[config.mk]
export PLATFORM = sky130hd
export DESIGN_NAME = fifo_reader_flat
export DESIGN_NICKNAME = d
export VERILOG_FILES = /design/src/rtl/fifo_reader_if.sv /design/src/rtl/fifo_reader.sv /design/src/flat_wrapper.sv
export SDC_FILE = /design/constraint.sdc
export NUM_CORES = 1
export LEC_CHECK = 0
export ABC_AREA = 1
export CAP_MARGIN = 30
export CORE_ASPECT_RATIO = 1.75
export CORE_UTILIZATION = 40
export CTS_CLUSTER_DIAMETER = 50
export CTS_CLUSTER_SIZE = 20
export DETAILED_ROUTE_END_ITERATION = 7
export PLACE_DENSITY = 0.69
export SLEW_MARGIN = 20
export SYNTH_ARGS = -nofsm -noshare
export SYNTH_HDL_FRONTEND = slang
export SYNTH_SLANG_ARGS = --single-unit
[constraint.sdc]
create_clock -name clk -period 1.69 [get_ports clk]
set_input_delay 0.2535 -clock clk [delete_from_list [all_inputs] [get_ports clk]]
set_output_delay 0.2535 -clock clk [all_outputs]
set_load 0.05 [all_outputs]
[src/rtl/fifo_reader_if.sv]
// FIFO read port plus the downstream wide-beat handshake of fifo_reader.
// master = the reader itself, slave = the FIFO/consumer side.
interface fifo_reader_if #(
    parameter int WIDTH = 8,
    parameter int PACK  = 4
);
    localparam int CW = $clog2(PACK + 1);

    logic [WIDTH-1:0]      fifo_data_out;
    logic                  fifo_empty;
    logic                  fifo_rd_en;
    logic                  flush;
    logic [WIDTH*PACK-1:0] m_data;
    logic [CW-1:0]         m_cnt;
    logic                  m_valid;
    logic                  m_ready;

    modport master (
        input  fifo_data_out, fifo_empty, flush, m_ready,
        output fifo_rd_en, m_data, m_cnt, m_valid
    );

    modport slave (
        output fifo_data_out, fifo_empty, flush, m_ready,
        input  fifo_rd_en, m_data, m_cnt, m_valid
    );
endinterface

[src/rtl/fifo_reader.sv]
// Read-side FIFO consumer: issues reads, keeps only words returned with empty=0,
// and packs PACK of them (or fewer on flush) into one valid/ready beat.
module fifo_reader #(
    parameter int WIDTH = 8,
    parameter int PACK  = 4
) (
    input  logic          clk,
    input  logic          rst,
    fifo_reader_if.master bus
);
    localparam int              CW       = $clog2(PACK + 1);
    localparam int              DW       = WIDTH * PACK;
    localparam logic [CW-1:0]   PACK_CNT = CW'(PACK);
    localparam logic [CW:0]     PACK_EXT = (CW + 1)'(PACK);

    typedef enum logic {
        S_FILL,
        S_HOLD
    } state_t;

    state_t        r_state, w_state_nxt;
    logic [CW-1:0] r_count, w_count_nxt;
    logic          r_pending;
    logic          r_flush_req, w_flush_req_nxt;
    logic [DW-1:0] r_data, w_data_nxt;
    logic [CW-1:0] r_cnt, w_cnt_nxt;
    logic          r_valid, w_valid_nxt;

    logic [CW:0]   w_inflight;
    logic [CW-1:0] w_count_inc;
    logic          w_rd_en;
    logic          w_capture;
    logic          w_handshake;

    // One bit wider than count so count + pending can reach PACK without wrapping.
    assign w_inflight  = {1'b0, r_count} + {{CW{1'b0}}, r_pending};
    assign w_count_inc = r_count + CW'(1);

    assign w_rd_en     = !rst && (r_state == S_FILL) && !bus.fifo_empty
                         && (w_inflight < PACK_EXT) && !r_flush_req;
    assign w_capture   = (r_state == S_FILL) && r_pending && !bus.fifo_empty;
    assign w_handshake = r_valid && bus.m_ready;

    always_comb begin
        // NOTE: every signal driven here gets a default first, so no path holds a stale value and no latch is inferred.
        w_state_nxt     = r_state;
        w_count_nxt     = r_count;
        w_flush_req_nxt = r_flush_req;
        w_data_nxt      = r_data;
        w_cnt_nxt       = r_cnt;
        w_valid_nxt     = r_valid;

        case (r_state)
            S_FILL: begin
                if (bus.flush && ((r_count != '0) || r_pending))
                    w_flush_req_nxt = 1'b1;

                if (w_capture) begin
                    for (int i = 0; i < PACK; i++) begin
                        if (r_count == CW'(i))
                            w_data_nxt[i*WIDTH +: WIDTH] = bus.fifo_data_out;
                    end
                    w_count_nxt = w_count_inc;
                end

                if (w_capture && (w_count_inc == PACK_CNT)) begin
                    w_state_nxt = S_HOLD;
                    w_valid_nxt = 1'b1;
                    w_cnt_nxt   = PACK_CNT;
                end else if (r_flush_req && !r_pending) begin
                    // Outstanding response absorbed: emit what we have, or drop the request.
                    if (r_count != '0) begin
                        w_state_nxt = S_HOLD;
                        w_valid_nxt = 1'b1;
                        w_cnt_nxt   = r_count;
                    end else begin
                        w_flush_req_nxt = 1'b0;
                    end
                end
            end

            S_HOLD: begin
                if (w_handshake) begin
                    w_state_nxt     = S_FILL;
                    w_count_nxt     = '0;
                    w_flush_req_nxt = 1'b0;
                    w_data_nxt      = '0;
                    w_cnt_nxt       = '0;
                    w_valid_nxt     = 1'b0;
                end
            end

            default: w_state_nxt = S_FILL;
        endcase
    end

    always_ff @(posedge clk) begin
        // NOTE: non-blocking assignments so every register samples the pre-edge values computed above.
        if (rst) begin
            r_state     <= S_FILL;
            r_count     <= '0;
            r_pending   <= 1'b0;
            r_flush_req <= 1'b0;
            r_data      <= '0;
            r_cnt       <= '0;
            r_valid     <= 1'b0;
        end else begin
            r_state     <= w_state_nxt;
            r_count     <= w_count_nxt;
            r_pending   <= w_rd_en;
            r_flush_req <= w_flush_req_nxt;
            r_data      <= w_data_nxt;
            r_cnt       <= w_cnt_nxt;
            r_valid     <= w_valid_nxt;
        end
    end

    assign bus.fifo_rd_en = w_rd_en;
    assign bus.m_data     = r_data;
    assign bus.m_cnt      = r_cnt;
    assign bus.m_valid    = r_valid;
endmodule

[src/flat_wrapper.sv]
// flat-port wrapper written by rule: the top's interface ports become plain ports
module fifo_reader_flat 
#(
    parameter int WIDTH = 8,
    parameter int PACK  = 4
)
  (clk, rst, bus_fifo_data_out, bus_fifo_empty, bus_flush, bus_m_ready, bus_fifo_rd_en, bus_m_data, bus_m_cnt, bus_m_valid);
  fifo_reader_if #(.WIDTH(WIDTH), .PACK(PACK)) bus_i ();
  input  logic clk;
  input  logic rst;
  input wire logic [$bits(bus_i.fifo_data_out)-1:0] bus_fifo_data_out;
  input wire logic [$bits(bus_i.fifo_empty)-1:0] bus_fifo_empty;
  input wire logic [$bits(bus_i.flush)-1:0] bus_flush;
  input wire logic [$bits(bus_i.m_ready)-1:0] bus_m_ready;
  output wire logic [$bits(bus_i.fifo_rd_en)-1:0] bus_fifo_rd_en;
  output wire logic [$bits(bus_i.m_data)-1:0] bus_m_data;
  output wire logic [$bits(bus_i.m_cnt)-1:0] bus_m_cnt;
  output wire logic [$bits(bus_i.m_valid)-1:0] bus_m_valid;
  assign bus_i.fifo_data_out = bus_fifo_data_out;
  assign bus_i.fifo_empty = bus_fifo_empty;
  assign bus_i.flush = bus_flush;
  assign bus_i.m_ready = bus_m_ready;
  assign bus_fifo_rd_en = bus_i.fifo_rd_en;
  assign bus_m_data = bus_i.m_data;
  assign bus_m_cnt = bus_i.m_cnt;
  assign bus_m_valid = bus_i.m_valid;
  fifo_reader #(.WIDTH(WIDTH), .PACK(PACK)) u_core (.clk(clk), .rst(rst), .bus(bus_i));
endmodule
# ---- Word-level counts from Yosys, hierarchy flattened
# Cells that the tools add are included.
dict set report op_classes {
  addsub 2
  order_cmp 1
  n_eq_ne 12
  n_mux 29
  n_bitwise 1
  n_reduce_logical 23
}
# operator count
set op_table {}
lappend op_table {{$mux 32} 2}
lappend op_table {{$pmux 32 s2} 1}
lappend op_table {{$mux 8} 4}
lappend op_table {{$mux 3} 5}
lappend op_table {{$reduce_and 3->1} 5}
lappend op_table {{$mux 1} 12}
lappend op_table {{$pmux 3 s2} 2}
lappend op_table {{$logic_and 1x1->1} 10}
lappend op_table {{$ne 2x2->1 const B} 5}
lappend op_table {{$eq 3x2->1 const B} 2}
lappend op_table {{$ne 3x3->1 const B} 2}
lappend op_table {{$pmux 1 s2} 3}
lappend op_table {{$add 3x1->4} 1}
lappend op_table {{$logic_not 1->1} 4}
lappend op_table {{$lt 4x3->1 const B} 1}
lappend op_table {{$add 3x1->3 const B} 1}
lappend op_table {{$eq 3x1->1 const B} 1}
lappend op_table {{$eq 3x3->1 const B} 1}
lappend op_table {{$logic_not 3->1} 1}
lappend op_table {{$reduce_bool 3->1} 1}
lappend op_table {{$ne 2x1->1 const B} 1}
lappend op_table {{$reduce_and 2->1} 1}
lappend op_table {{$logic_or 1x1->1} 1}
lappend op_table {{$not 1->1} 1}
dict set report word_totals {
  register_bits 42
  inputBits 13
  output_inout_bits 37
  elab_cells 78
}

# ---- Longest topological paths before layout
# Gate-level depths: netlist (run 1).
dict set report logic_depth {
  word_depth 8
  depth_mapped 8
  ltp_nobuf 8
}

# ---- Least setup slack after synthesis (run 1)
# OpenSTA, ideal clock, no wires.
dict set report synth_timing {
  path_type {input to output}
  from {input port rst}
  to {output port bus_fifo_rd_en}
  t_arrival_ns 1.483
  required_time_ns 1.436
  slack_ns -0.046
  stages 4
  path_buffers 1
  path_cell_list {clkbuf_1 inv_1 nand4_1 a31oi_1}
}
dict set report synth_between {
  elab_chain_len 5
}
# element line_no
set synth_lines {}
lappend synth_lines {{start: declaration} flat_wrapper.sv:10} ;# input logic rst;
lappend synth_lines {{$logic_not 1->1} fifo_reader.sv:39} ;# assign w_rd_en = !rst && (r_state == S_FILL) && !bus.fifo_empty
lappend synth_lines {{$logic_and 1x1->1 (2 in series)} fifo_reader.sv:39}
lappend synth_lines {{$logic_and 1x1->1 (2 in series)} fifo_reader.sv:40} ;# && (w_inflight < PACK_EXT) && !r_flush_req;
lappend synth_lines {{end: declaration} flat_wrapper.sv:15} ;# output wire logic [$bits(bus_i.fifo_rd_en)-1:0] bus_fifo_rd_en;
# No other way between the ends.

# ---- Final worst setup path (run 1)
dict set report layout_timing {
  from {input port bus_fifo_empty}
  to {output port bus_fifo_rd_en}
}
dict set report layout_between {
  elab_chain_len 4
}
# element line_no
set layout_lines {}
lappend layout_lines {{start: declaration} flat_wrapper.sv:12} ;# input wire logic [$bits(bus_i.fifo_empty)-1:0] bus_fifo_empty;
lappend layout_lines {{$logic_not 1->1} fifo_reader.sv:39}
lappend layout_lines {{$logic_and 1x1->1} fifo_reader.sv:39}
lappend layout_lines {{$logic_and 1x1->1 (2 in series)} fifo_reader.sv:40}
# No other way between the ends.

==> results.md, run 1 <==
* Status: complete, no violations
* Flops & latches, synth at 42
* CP arrival at 1370 ps
* Met1 usage at 21.80%
* Worst-path clk slew at 70 ps
* CP Cell Sequence: clkdlybuf4s50_1, nor2_4, nand4_1, a31oi_2, buf_12
* Skew final at 5.975 ps
* Cells after Synth at 212
* Die W at 52.28 µm
* Met2 Use GR at 31.84%
* Avg WL per Cell at 13.23 µm
* Worst r2r src: u_core.r_count[0]$_SDFFE_PP0P_
* Static leakage at 1.026 nW
* Worst Reg-to-Reg Cells at 8
* Top delay family on crit path: buffers and inverters
* # setup viols final at 0
* Total vias in the final route at 1,580
* Antenna-violating nets left at 0
* TritonCTS clock tree: done
* Hold WS at 461.1 ps
* TritonCTS Buffers at 5
* Slew HR at 73.77%
* Max-cap violations at 0
* Mapped Area at 1769 µm²
* FMAX at 615.8 MHz
* Vias per Instance at 4.984
* Layout cell share with drive strength beyond 1 at 26.49%
* HPWL Detailed at 3.052 mm
* Detailed Routing Iterations Pass 1 at 4
* Max incr delay on CP at 460 ps
* Hold path endpoint: u_core.bus.m_data[21]$_SDFFE_PP0P_
* DP Area at 2271 µm²
* Global-route wire length before repair at 6.727 mm
* R2r setup slk at 150 ps
* Ports at 50
* Area Overhead vs Synth at 34.58%
* Critical-path top delay cell: clkdlybuf4s50_1
* Clk_lat worst skew at 290 ps
* Worst vdd ir at 527.6 µV
* Critical R2R Capture: u_core.bus.m_data[7]$_SDFFE_PP0P_
* WS Path Type: in -> out
* Drt drc at 0
* Crit path launch type: input pin
* Setup_tns at 0 ps
* Iteration-0 DRC Markers at 23
* WL final at 4.195 mm
* Clock Sinks at 42
* DIE AREA at 4704 µm²
* Syn Nets at 231
* Hold crit path type: reg -> reg
* # diodes at 0
* Die height at 89.98 µm
* Tmin final at 1624 ps
* Fin util at 56.84%
* Hold depth at 2
* Syn avg cell area at 8.345 µm²
* Synth cell types at 23
* Root Driver: clkbuf_8
* Final Hold Fails at 0
* Sequential area share after synthesis at 47.52%
* Post-route cell area at 2381 µm²
* H-Tree Depth at 2
* Period utilisation layout at 96.09%
* CP max FO at 2
* Crit. End Element: primary output
* Initial Util at 42.23%
* Slew @ Worst Pin at 393.0 ps
* M3 GR Usage at 3.892%
* Aggregate global-route resource usage at 19.23%
* Nets at 286
* HP Start: u_core.bus.m_data[21]$_SDFFE_PP0P_
* Total congestion overflow at 0
* Yosys Warn Count at 0
* Pwr dens at 841.0 nW/µm²
* GRT busiest layer: met2
* Largest net degree at the start of global routing at 25
* Clock buffer depth at 2
* RSZ-0062 raised after global routing: false
* Port-buffer cells at 49
* Initial antenna violation count at 0
* Vias in the first global route at 1,444
* Site row count at 31
* Crit path buf inv count at 2
* Placeable Area at 4189 µm²
* Critical path required time at 1440 ps
* Fin. max-slew vios at 0
* Gpl congestion at 0.7489
## state kept, by name (all words and copies together) (netlist names)
register and flops:
u_core.r_flush_req 1, u_core.bus.m_data 32, u_core.bus.m_valid 1, u_core.r_count 3, u_core.bus.m_cnt 3, u_core.r_pending 1
u_core.r_state 1
## kinds of logic (layout without fill, tap and decap cells)
logic type,count (synthesis),in the layout,share of synthesized area [%]
simple gates,73,73,20.08
flops,42,42,47.52
compound gates,63,63,21.07
fa+ha+maj,6,6,4.243
buf+inv,28,84,7.072
## placed cells by master (no fill, tap or decap)
master / Yosys / layout
o21ai_4: 2 / 2
nand4_1: 3 / 3
nand3_2: 1 / 1
a31oi_2: 0 / 1
buf_12: 0 / 3
clkbuf_1: 3 / 2
a21oi_1: 36 / 36
dfxtp_1: 42 / 41
o22ai_1: 2 / 2
nand3_1: 5 / 5
a21oi_2: 4 / 4
dfxtp_2: 0 / 1
inv_1: 21 / 21
nor2_1: 3 / 2
clkdlybuf4s50_1: 0 / 12
a31oi_1: 2 / 1
buf_4: 0 / 40
bufinv_16: 0 / 1
nor2_2: 0 / 1
ha_1: 6 / 6
nor2_4: 5 / 5
nand2_4: 1 / 1
nand2_1: 53 / 53
nand2_2: 1 / 1
o21ai_2: 4 / 4
o21ai_0: 13 / 13
clkbuf_8: 0 / 5
nand3_4: 1 / 1
## how the worst max path moves through the flow
stage                                   startpoint                          endpoint  cells after the start
floorplan           u_core.r_count[0]$_SDFFE_PP0P_  u_core.bus.m_cnt[1]$_SDFFE_PP0P_                      8
global placement                    bus_fifo_empty                    bus_fifo_rd_en                      5
detailed placement                  bus_fifo_empty                    bus_fifo_rd_en                      5
CTS                      u_core.r_state$_SDFF_PP0_                    bus_fifo_rd_en                      4
global route                        bus_fifo_empty                    bus_fifo_rd_en                      5
finish                              bus_fifo_empty                    bus_fifo_rd_en                      5
## through the flow
step                setup WS, ps  total power [mW]  std cells
floorplan                  183.7             1.166        212
detailed placement         63.83             1.250        309
finish                     66.09             2.002        317
global placement           97.87             1.250        309
CTS                        13.50             2.022        317
global route               5.608             2.072        317
## final cells by class
type	count	area, µm²
Tap cell	49	61.31
Fill cell	400	1808
Clock buffer	7	76.32
Multi-Input combinational cell	142	812.0
Clock inverter	1	30.03
Sequential cell	42	842.1
Timing Repair Buffer	55	480.5
Inverter	21	78.83
## synth_stat cells, drive strengths merged
master | count | share of area [%]
a31oi | 2 | 0.71
inv | 21 | 4.5
dfxtp | 42 | 48
o22ai | 2 | 0.71
clkbuf | 4 | 1.1
nand4 | 3 | 1.1
nand2 | 55 | 12
buf | 3 | 1.6
a21oi | 40 | 12
o21ai | 19 | 7.5
ha | 6 | 4.2
nor2 | 8 | 3.8
nand3 | 7 | 3.0
## tightest hold or removal path, cell delays in order, from the launching register on
cell     delay (ps)
dfxtp_1         310
nand2_1          60
a21oi_1          50
## what timing repair did
item,CTS,global route
resized for setup,0,2
hold buffers,0,0
setup endpoints to repair,0,2
setup buffers,0,0
## report_power, final
group          total [mW]  internal, mW  leakage, nW  switching [mW]
clock network       0.776         0.442       0.0524           0.334
logic               0.208        0.0775        0.633           0.131
registers            1.02          1.01        0.340          0.0123
## metal layers
layer	vias up	share of wire (%)
met5	-	0
met4	0	3.8
met3	13	4.5
met2	45	51
met1	722	40
li1	800	-
Note: power is estimated with default switching activity, not from simulation.
==> inputs of run 2 (changes only) <==
==> constraint.sdc (replaced) <==
create_clock -name clk -period 1.6 [get_ports clk]
set_input_delay 0.24 -clock clk [delete_from_list [all_inputs] [get_ports clk]]
set_output_delay 0.24 -clock clk [all_outputs]
set_load 0.05 [all_outputs]
==> results.md, run 2 (synthesis results as in run 1) <==
* Total vias in the final route at 1,591
* Slew HR at 71.27%
* RSZ-0062 raised after global routing: true
* Max-cap violations at 0
* Design Power at 2.009 mW
* Commonest non-fill, non-tap cells in the layout: nand2_1, buf_4, dfxtp_1, a21oi_1, inv_1
* Slew @ Worst Pin at 430.4 ps
* Skew final at 7.070 ps
* DP Area at 2291 µm²
* Vias in the first global route at 1,502
* Ports at 50
* Crit. End Element: register
* Root Driver: clkbuf_8
* Initial antenna violation count at 0
* CP Cell Sequence: ha_1, ha_1, nor2_2, nand3_2, nand2_2, nand2_4, nand3_2, a21oi_1
* Static leakage at 1.072 nW
* Global-route wire length before repair at 6.817 mm
* Nets at 292
* Worst-path clk slew at 70 ps
* Largest net degree at the start of global routing at 25
* Detailed Routing Iterations Pass 1 at 4
* HPWL Detailed at 3.096 mm
* Site row count at 31
* Total congestion overflow at 0
* Area of the multi-input gates at 837.1 µm²
* TritonCTS clock tree: done
* Crit path to: u_core.bus.m_cnt[2]$_SDFFE_PP0P_
* Top delay family on crit path: simple AND/OR/NAND/NOR gates
* Vias per Instance at 4.926
* Clock buffer depth at 2
* Pwr dens at 814.5 nW/µm²
* H-Tree Depth at 2
* Area Overhead vs Synth at 39.39%
* Tmin final at 1561 ps
* # diodes at 0
* WS Path Type: reg -> reg
* CP Launch Point: u_core.r_count[0]$_SDFFE_PP0P_
* Die height at 89.98 µm
* Worst r2r src: u_core.r_count[0]$_SDFFE_PP0P_
* Final Hold Fails at 0
* Initial Util at 42.23%
* Worst Reg-to-Reg Cells at 8
* Cts hold-fix bufs at 0
* Most common cell after layout, fill and taps aside: nand2_1
* DIE AREA at 4704 µm²
* CP max FO at 5
* Clock Sinks at 42
* Port-buffer cells at 49
* Crit path depth at 8
* Critical-path top delay cell: dfxtp_2
* Max incr delay on CP at 330 ps
* R2r setup slk at 40 ps
* Hold crit path type: in -> reg
* # setup viols final at 0
* Placeable Area at 4189 µm²
* Worst vdd ir at 538.9 µV
* FMAX at 640.6 MHz
* Drt drc at 0
* TritonCTS Buffers at 5
* Placed Cells at 310
* Critical path required time at 1770 ps
* Fillers at 397
* Max FFs per register at 32
* Avg WL per Cell at 13.25 µm
* Status: complete, no violations
* Period utilisation layout at 97.57%
* Die W at 52.28 µm
* Fin. max-slew vios at 0
* CP arrival at 1730 ps
* Aggregate global-route resource usage at 19.39%
* Hold WS at 346.6 ps
* Critical R2R Capture: u_core.bus.m_cnt[2]$_SDFFE_PP0P_
* Register area at 847.1 µm²
* Final Non-Filler Cells at 323
* WL final at 4.281 mm
* Clk_lat worst skew at 290 ps
* Gpl congestion at 0.7458
* Layout cell share with drive strength beyond 1 at 32.12%
* Crit path buf inv count at 0
* Antenna-violating nets left at 0
* Iteration-0 DRC Markers at 45
* Crit path launch type: register
* Post-route cell area at 2466 µm²
## run 2: worst min-delay path by stage
stage / from / slack [ps] / to / depth (start not counted)
floorplan: bus_fifo_data_out[2] / 420 / u_core.bus.m_data[2]$_SDFFE_PP0P_ / 2
CTS: u_core.bus.m_data[9]$_SDFFE_PP0P_ / 460 / u_core.bus.m_data[9]$_SDFFE_PP0P_ / 2
detailed placement: u_core.bus.m_data[9]$_SDFFE_PP0P_ / 450 / u_core.bus.m_data[9]$_SDFFE_PP0P_ / 2
global route: rst / 390 / u_core.r_pending$_SDFF_PP0_ / 4
global placement: u_core.bus.m_data[22]$_SDFFE_PP0P_ / 450 / u_core.bus.m_data[22]$_SDFFE_PP0P_ / 2
finish: rst / 350 / u_core.r_pending$_SDFF_PP0_ / 4
## run 2: where the power goes
group | total, mW | leakage, nW | internal, mW | switching, mW
logic | 0.226 | 0.684 | 0.0854 | 0.141
clock network | 0.708 | 0.0472 | 0.347 | 0.362
registers | 1.07 | 0.341 | 1.06 | 0.0131
total | 2.01 | 1.07 | 1.49 | 0.516
## run 2: area by class of cell
type	count	share of cell area, %
Inverter	21	3.196
Clock buffer	6	3.349
Timing Repair Buffer	61	22.17
Clock inverter	2	0.5074
Sequential cell	42	34.35
Tap cell	49	2.486
Multi-Input combinational cell	142	33.94
## run 2: layer usage
metal	wire length (µm)	share of wire, %	vias to the layer above	GRT usage, %
li1	-	-	817	-
met1	1761	41	731	21.04
met2	2246	52	34	34.29
met3	168	3.9	9	3.723
met4	106	2.5	0	8.991
met5	0	0	-	0
## run 2: repair_timing
action,in CTS,in global routing
endpoints found under the setup margin,1,6
gates resized for setup,1,15
pin swaps,1,4
setup buffers,1,4
## run 2: worst reg2reg max path: cells and delay by family (launching register included)
family / cells / cell delay, ps
fa+ha+maj: 2 / 480
simple gates: 5 / 570
flops: 1 / 330
compound gates: 1 / 60
## run 2: through the flow
step | setup slack [ps] | utilization [%] | TNS (ps)
floorplan | 93.66 | - | 0
global placement | 36.32 | 54.69 | 0
detailed placement | -0.02442 | 54.69 | -0.02442
CTS | 5.510 | 57.17 | 0
global route | -62.92 | 58.87 | -181.4
finish | 38.86 | 58.87 | 0
==> inputs of run 3 (changes only) <==
--- a/config.mk
+++ b/config.mk
@@ -12,7 +12,7 @@
 export CTS_CLUSTER_DIAMETER = 50
 export CTS_CLUSTER_SIZE = 20
 export DETAILED_ROUTE_END_ITERATION = 7
-export PLACE_DENSITY = 0.69
+export PLACE_DENSITY = 0.75
 export SLEW_MARGIN = 20
 export SYNTH_ARGS = -nofsm -noshare
 export SYNTH_HDL_FRONTEND = slang
==> results.md, run 3 (synthesis results as in run 1) <==
* Design Power at 2.001 mW
* Pwr dens at 825.6 nW/µm²
* FMAX at 639.1 MHz
* Site row count at 31
* Tmin final at 1565 ps
* Placeable Area at 4189 µm²
* Critical-path top delay cell: clkdlybuf4s50_1
* Port-buffer cells at 49
* Place WS at 3.404 ps
* DIE AREA at 4704 µm²
* Crit path to: bus_fifo_rd_en
* TritonCTS clock tree: done
* Gpl congestion at 0.7548
* Die W at 52.28 µm
* Worst Reg-to-Reg Cells at 8
* Static leakage at 1.049 nW
* Crit path buf inv count at 3
* Total congestion overflow at 0
* Fin util at 57.86%
* WS Path Type: in -> out
* H-Tree Depth at 2
* Root Driver: clkbuf_8
* Critical R2R Capture: u_core.bus.m_cnt[0]$_SDFFE_PP0P_
* # setup viols final at 0
* Clock Sinks at 42
* R2r setup slk at 100 ps
* Total vias in the final route at 1,578
* WL final at 4.073 mm
* CP max FO at 2
* Slew HR at 74.87%
* Iteration-0 DRC Markers at 31
* Nets at 290
* Commonest non-fill, non-tap cells in the layout: nand2_1, buf_4, dfxtp_1, a21oi_1, inv_1
* Final Hold Fails at 0
* Clk_lat worst skew at 290 ps
* Vias in the first global route at 1,480
* Top delay family on crit path: buffers and inverters
* Most common cell after layout, fill and taps aside: nand2_1
* Status: complete, no violations
* CP Cell Sequence: clkdlybuf4s50_1, inv_2, nand4_1, a31oi_2, buf_12
* Max FFs per register at 32
* Crit. End Element: primary output
* Crit path launch type: input pin
* Area Overhead vs Synth at 36.99%
* Hold crit path type: reg -> reg
* Slew @ Worst Pin at 376.6 ps
* HPWL Detailed at 3.006 mm
* Ports at 50
* Layout cell share with drive strength beyond 1 at 29.78%
* CP Launch Point: rst
* Skew final at 5.341 ps
* TritonCTS Buffers at 5
* Avg WL per Cell at 12.69 µm
* Vias per Instance at 4.916
* Die height at 89.98 µm
* Detailed Routing Iterations Pass 1 at 4
* CP arrival at 1320 ps
* Fin. max-slew vios at 0
* Period utilisation layout at 97.79%
* Clock buffer depth at 2
* Aggregate global-route resource usage at 18.91%
* Max-cap violations at 0
* Max incr delay on CP at 460 ps
* Worst-path clk slew at 80 ps
* Initial antenna violation count at 0
* Worst r2r src: u_core.r_count[0]$_SDFFE_PP0P_
* Crit path depth at 5
* Initial Util at 42.23%
* Critical path required time at 1360 ps
* Largest net degree at the start of global routing at 25
* Cts hold-fix bufs at 0
* Hold WS at 464.9 ps
* Final WS setup at 35.35 ps
* Global-route wire length before repair at 6.706 mm
* Drt drc at 0
* # diodes at 0
* Antenna-violating nets left at 0
* Worst vdd ir at 510.1 µV
run 3: final cells by class:
class / instances / area (µm²)
fill: 389 / 1765
sequential: 42 / 842.1
multi-input combinational: 142 / 817.0
timing repair buffer: 59 / 529.3
clock buffer: 6 / 82.58
inverter: 21 / 78.83
tap: 49 / 61.31
clock inverter: 2 / 12.51
run 3: tightest hold or removal path: stages, from the launching register on:
cell     delay [ps]
dfxtp_1         310
nand2_1          60
a21oi_1          50
run 3: routing by layer:
metal / wire length (µm) / GRT usage, %
met2: 2204 / 33.12
met3: 132 / 3.723
met1: 1624 / 21.10
met4: 111 / 8.114
met5: 0 / 0
run 3: metrics by stage:
step           instance area (µm²)  setup TNS, ps  std cells
2_1_floorplan                 1775              0        212
3_3_place_gp                  2291              0        310
3_5_place_dp                  2291              0        310
4_1_cts                       2387              0        318
5_1_grt                       2424         -33.30        321
6_report                      2424              0        321
run 3: repair_timing:
item | CTS | global route
pin swaps | 0 | 3
setup endpoints to repair | 1 | 5
resized for setup | 1 | 7
gates cloned | 0 | 0
setup buffers | 0 | 3
run 3: worst min-delay path by stage:
stage / slack, ps / cells past startpoint / startpoint / end
after floorplan: 420 / 2 / bus_fifo_data_out[2] / u_core.bus.m_data[2]$_SDFFE_PP0P_
after global placement: 450 / 2 / u_core.r_count[2]$_SDFFE_PP0P_ / u_core.r_count[2]$_SDFFE_PP0P_
after detailed placement: 450 / 2 / u_core.bus.m_data[22]$_SDFFE_PP0P_ / u_core.bus.m_data[22]$_SDFFE_PP0P_
after CTS: 470 / 2 / u_core.bus.m_data[22]$_SDFFE_PP0P_ / u_core.bus.m_data[22]$_SDFFE_PP0P_
after global routing: 490 / 2 / u_core.bus.m_data[21]$_SDFFE_PP0P_ / u_core.bus.m_data[21]$_SDFFE_PP0P_
final: 460 / 2 / u_core.bus.m_data[21]$_SDFFE_PP0P_ / u_core.bus.m_data[21]$_SDFFE_PP0P_
run 3: where the power goes:
part	internal [mW]	total [mW]	switching (mW)
logic	0.0867	0.226	0.139
registers	1.06	1.08	0.0137
clock network	0.347	0.699	0.352
total	1.50	2.00	0.505
